`src/rtl/hazard_unit.sv`:
```
// Interlock and flush controller for a non-forwarding 5-stage RV32I pipeline.
// Optional performance counters are enabled with `define HAZARD_PERF_CNT_EN.
module hazard_unit #(
  parameter bit RF_WB_BYPASS = 1'b1
) (
  input  logic       clk,
  input  logic       rst,
  input  logic       id_vld,
  input  logic [4:0] id_rs1,
  input  logic [4:0] id_rs2,
  input  logic       id_rs1_use,
  input  logic       id_rs2_use,
  input  logic [4:0] id_rd,
  input  logic       id_rd_wren,
  input  logic       ex_br_taken,
  output logic       pc_en,
  output logic       ifid_en,
  output logic       ifid_flush,
  output logic       idex_flush,
  output logic       stall
`ifdef HAZARD_PERF_CNT_EN
  ,
  output logic [31:0] stall_cnt,
  output logic [31:0] flush_cnt
`endif
);

  localparam bit CHECK_WB = !RF_WB_BYPASS;

  logic       sb_ex_vld, sb_mem_vld, sb_wb_vld;
  logic [4:0] sb_ex_rd, sb_mem_rd, sb_wb_rd;
  logic       rs1_hit, rs2_hit, hazard, issue;

  function automatic logic src_hit(input logic used, input logic [4:0] rs,
                                   input logic vld, input logic [4:0] rd);
    return used & vld & (rs == rd);
  endfunction

  always_comb begin
    rs1_hit = src_hit(id_rs1_use, id_rs1, sb_ex_vld, sb_ex_rd)
            | src_hit(id_rs1_use, id_rs1, sb_mem_vld, sb_mem_rd)
            | (CHECK_WB & src_hit(id_rs1_use, id_rs1, sb_wb_vld, sb_wb_rd));
    rs2_hit = src_hit(id_rs2_use, id_rs2, sb_ex_vld, sb_ex_rd)
            | src_hit(id_rs2_use, id_rs2, sb_mem_vld, sb_mem_rd)
            | (CHECK_WB & src_hit(id_rs2_use, id_rs2, sb_wb_vld, sb_wb_rd));
    hazard     = rs1_hit | rs2_hit;
    // A redirect squashes the ID instruction, so it must not also stall.
    stall      = id_vld & hazard & ~ex_br_taken;
    issue      = id_vld & ~stall & ~ex_br_taken;
    pc_en      = ~stall;
    ifid_en    = ~stall;
    ifid_flush = ex_br_taken;
    idex_flush = stall | ex_br_taken;
  end

  always_ff @(posedge clk or posedge rst) begin
    if (rst) begin
      sb_ex_vld  <= 1'b0;
      sb_ex_rd   <= '0;
      sb_mem_vld <= 1'b0;
      sb_mem_rd  <= '0;
      sb_wb_vld  <= 1'b0;
      sb_wb_rd   <= '0;
    end else begin
      sb_wb_vld  <= sb_mem_vld;
      sb_wb_rd   <= sb_mem_rd;
      sb_mem_vld <= sb_ex_vld;
      sb_mem_rd  <= sb_ex_rd;
      if (issue) begin
        sb_ex_vld <= id_rd_wren & (id_rd != 5'd0);
        sb_ex_rd  <= id_rd;
      end else begin
        sb_ex_vld <= 1'b0;
        sb_ex_rd  <= '0;
      end
    end
  end

`ifdef HAZARD_PERF_CNT_EN
  always_ff @(posedge clk or posedge rst) begin
    if (rst) begin
      stall_cnt <= '0;
      flush_cnt <= '0;
    end else begin
      if (stall)       stall_cnt <= stall_cnt + 32'd1;
      if (ex_br_taken) flush_cnt <= flush_cnt + 32'd1;
    end
  end
`endif

endmodule

```
`config.mk`:
```
export PLATFORM = sky130hd
export DESIGN_NAME = hazard_unit
export DESIGN_NICKNAME = d
export VERILOG_FILES = /design/src/rtl/hazard_unit.sv
export SDC_FILE = /design/constraint.sdc
export NUM_CORES = 1
export LEC_CHECK = 0
export ABC_AREA = 1
export CELL_PAD_IN_SITES_DETAIL_PLACEMENT = 1
export CELL_PAD_IN_SITES_GLOBAL_PLACEMENT = 1
export CORE_MARGIN = 5
export CORE_UTILIZATION = 30
export DETAILED_ROUTE_END_ITERATION = 16
export MAX_ROUTING_LAYER = met4
export PLACE_DENSITY_LB_ADDON = 0.1
export SLEW_MARGIN = 40
export SYNTH_ARGS = -nofsm -noshare
export SYNTH_HDL_FRONTEND = slang
export SYNTH_SLANG_ARGS = --single-unit
```
`constraint.sdc`:
```
create_clock -name clk -period 1.7 [get_ports clk]
set_clock_uncertainty 0.2 [all_clocks]
set_input_delay 0.34 -clock clk [delete_from_list [all_inputs] [get_ports clk]]
set_output_delay 0.34 -clock clk [all_outputs]
set_load 0.01 [all_outputs]
```
==> metrics.txt <==
Detail Route Antenna Nets 0; initial antenna violation count 0; crit path DAT about 1.5 ns; Synth Net Count between 150 and 200; Synth area leaders dfrtp_1, nand2_1, inv_1; Slew headroom a little under three quarters; Total GRT Usage ~11%; CTS tree yes; Slowest cell on crit path dfrtp_2; Main synth FF type dfrtp_1; CP Max Fanout 5; CTS max path bufs 2; Setup TNS Final -1.415 ns; Synth async-reset ratio 100.0%; fin worst setup slack -0.3767 ns; final WL 2.130 mm; Antenna Cells 0; drt pass-1 iters 3; CTS Root Buffer Type clkbuf_4; residual overflow from global routing 0; CTS HTree Levels 1; Yosys cell types 17; Startpoint Class register; Cell Pwr Density between 500 and 600 nW/um^2; Clk pin slew, worst setup/hold paths approximately 0.07 ns; Routed wire per std cell 10.76 um; crit end category output port; fmax ~480 MHz; endpoints failing setup 4; DR DRC count 0; Worst EP required ~1.2 ns; failing checks negative setup slack; area delta synth->final 39.27%; DIE AREA roughly 4000 sq um; actual slew at the worst max-slew pin about 0.43 ns; leading area contributor after synthesis dfrtp_1; synthesized flop and latch total 12; number of global-route vias before repair 900; largest net degree at the start of global routing 13; Mapped Area about 850 sq um; worst hold slack 0.1681 ns; Port Buffers 26; layout cell share with drive strength beyond 1 23.95%; nets@finish 190; period utilization 122.2%; RSZ-0062 raised after global routing true; GPL Wtd Cong roughly 0.71; Tmin final between 2 and 2.5 ns; Initial Utilization 31.12%; initial drt markers 21; Cells after DPL roughly 190; CP Cell Sequence nand2_1 -> nand2_1 -> nor2_4 -> nand3_2 -> nand2_4 -> nor2_4 -> nand3b_1 -> buf_2; worst-skew pair later-pin latency 0.27 ns; hold buffer count at CTS 0; drt via density between 4 and 5; Vert. Die Dim roughly 63 um; non-filler cells, final slightly below 200; CP Class register to output port; # rows 19; cell with the most instances after synthesis nand2_1; Placed Area around 1100 sq um; top-area cell type share of the netlist area between 30% and 40%; number of synthesized flops with an enable pin 0; core box area approximately 2700 sq um; register area share after synthesis between 30% and 40%; Final Hold Fails 0; Final Instance Area approximately 1200 sq um; DIE WIDTH 63.26 um; Hold Crit Class primary input to async pin; first-pass GRT wire length around 3.6 mm; CP peak stage delay between 0.4 and 0.5 ns; status complete, but fails checks; Leakage Power about 0.67 nW; Post-CTS Setup Repair Bufs 0; most frequent cells after synthesis nand2_1, inv_1, nor2_1, dfrtp_1, nor2_2; Syn Inst Count approximately 140; VDD IR-drop max 0.4849 mV; Max Cap Viol 0; CTS sink count 12; Detailed Place HPWL 1.885 mm; IO Pins 27; CTS Buf Count 3; DR vias just under 900; Avg Cell Area, Syn around 6.2 sq um; Synth Warn # 0; Final Slew Violations 0
-- worst paths after layout --
path,from,endpoint,slack [ns],cells after the start
setup / recovery,sb_ex_rd[3],ifid_en,-0.38,8
hold / removal,rst,sb_mem_rd[0],0.17,2
setup reg to reg,sb_ex_rd[3],sb_ex_rd[2],0.16,10
hold reg to reg,sb_ex_vld,sb_mem_vld,0.22,0
max in group asynchronous,rst,sb_ex_rd[3],0.81,2
min in group clk,sb_ex_vld,sb_mem_vld,0.22,0
-- flip-flops by register name, summed over array words and instances, names as in the netlist --
name and cells:
sb_mem_vld 1, sb_ex_vld 1, sb_mem_rd 5, sb_ex_rd 5
-- cell usage in the layout (no fill, tap or decap), types with 2 or more instances in the layout --
cell type	netlist	routed
buf_4	2	2
clkbuf_4	0	3
nor2_1	15	13
nor2_2	8	8
buf_2	0	4
nand2_1	55	53
clkdlybuf4s50_1	0	9
dfrtp_1	12	11
nand3_2	1	2
nor2_4	1	3
nand3_1	3	2
dlygate4sd2_1	0	13
inv_1	27	21
nand2_2	3	4
inv_2	3	9
-- area by class of cell --
class                           count  area [sq um]
Timing Repair Buffer               28         239.0
Inverter                           30         112.6
Fill cell                         370          1549
Multi-Input combinational cell     93         456.7
Tap cell                           31         38.79
Sequential cell                    12         301.5
Clock buffer                        4         36.28
-- power breakdown --
group | leakage, nW | internal (mW) | switching, mW
sequential | 0.160 | 0.297 | 0.0120
clock | 0.0210 | 0.130 | 0.0856
combinational | 0.487 | 0.0670 | 0.0764
total | 0.668 | 0.494 | 0.174
-- cells by family after synthesis --
kind of cell / count (synthesis) / share of synthesized area, %
AOI/OAI and AO/OA: 3 / 1.764
xor gates and xnor gates: 1 / 1.030
buffers and inverters: 32 / 15.00
DFF: 12 / 35.29
and+or+nand+nor: 89 / 46.91
-- per-stage QoR --
step / power (mW) / worst slack (ns) / utilization [%]
after global placement: 0.4599 / -0.8995 / 42.06
after CTS: 0.6732 / -0.4259 / 42.06
final: 0.6682 / -0.3767 / 43.34
after global routing: 0.7189 / -0.5030 / 43.34
after floorplan: 0.3838 / -0.05524 / -
after detailed placement: 0.4645 / -0.9495 / 42.06
-- timing repair --
action                     in CTS  in global routing
pin swaps                      11                 14
setup endpoints to repair      11                  4
gates resized for setup        30                 15
hold endpoints to repair        0                  0
-- metal layers --
layer	track usage (%)	part of all wire [%]
met1	13.21	44
met2	18.72	49
met3	2.131	4.9
met4	5.455	1.8
met5	-	0
-- critical path: cells and delay by family (launching register included) --
kind / cells / cell delay (ns)
DFF: 1 / 0.44
buffers and inverters: 1 / 0.15
and+or+nand+nor: 7 / 0.68
(Power assumes the default switching activity.)
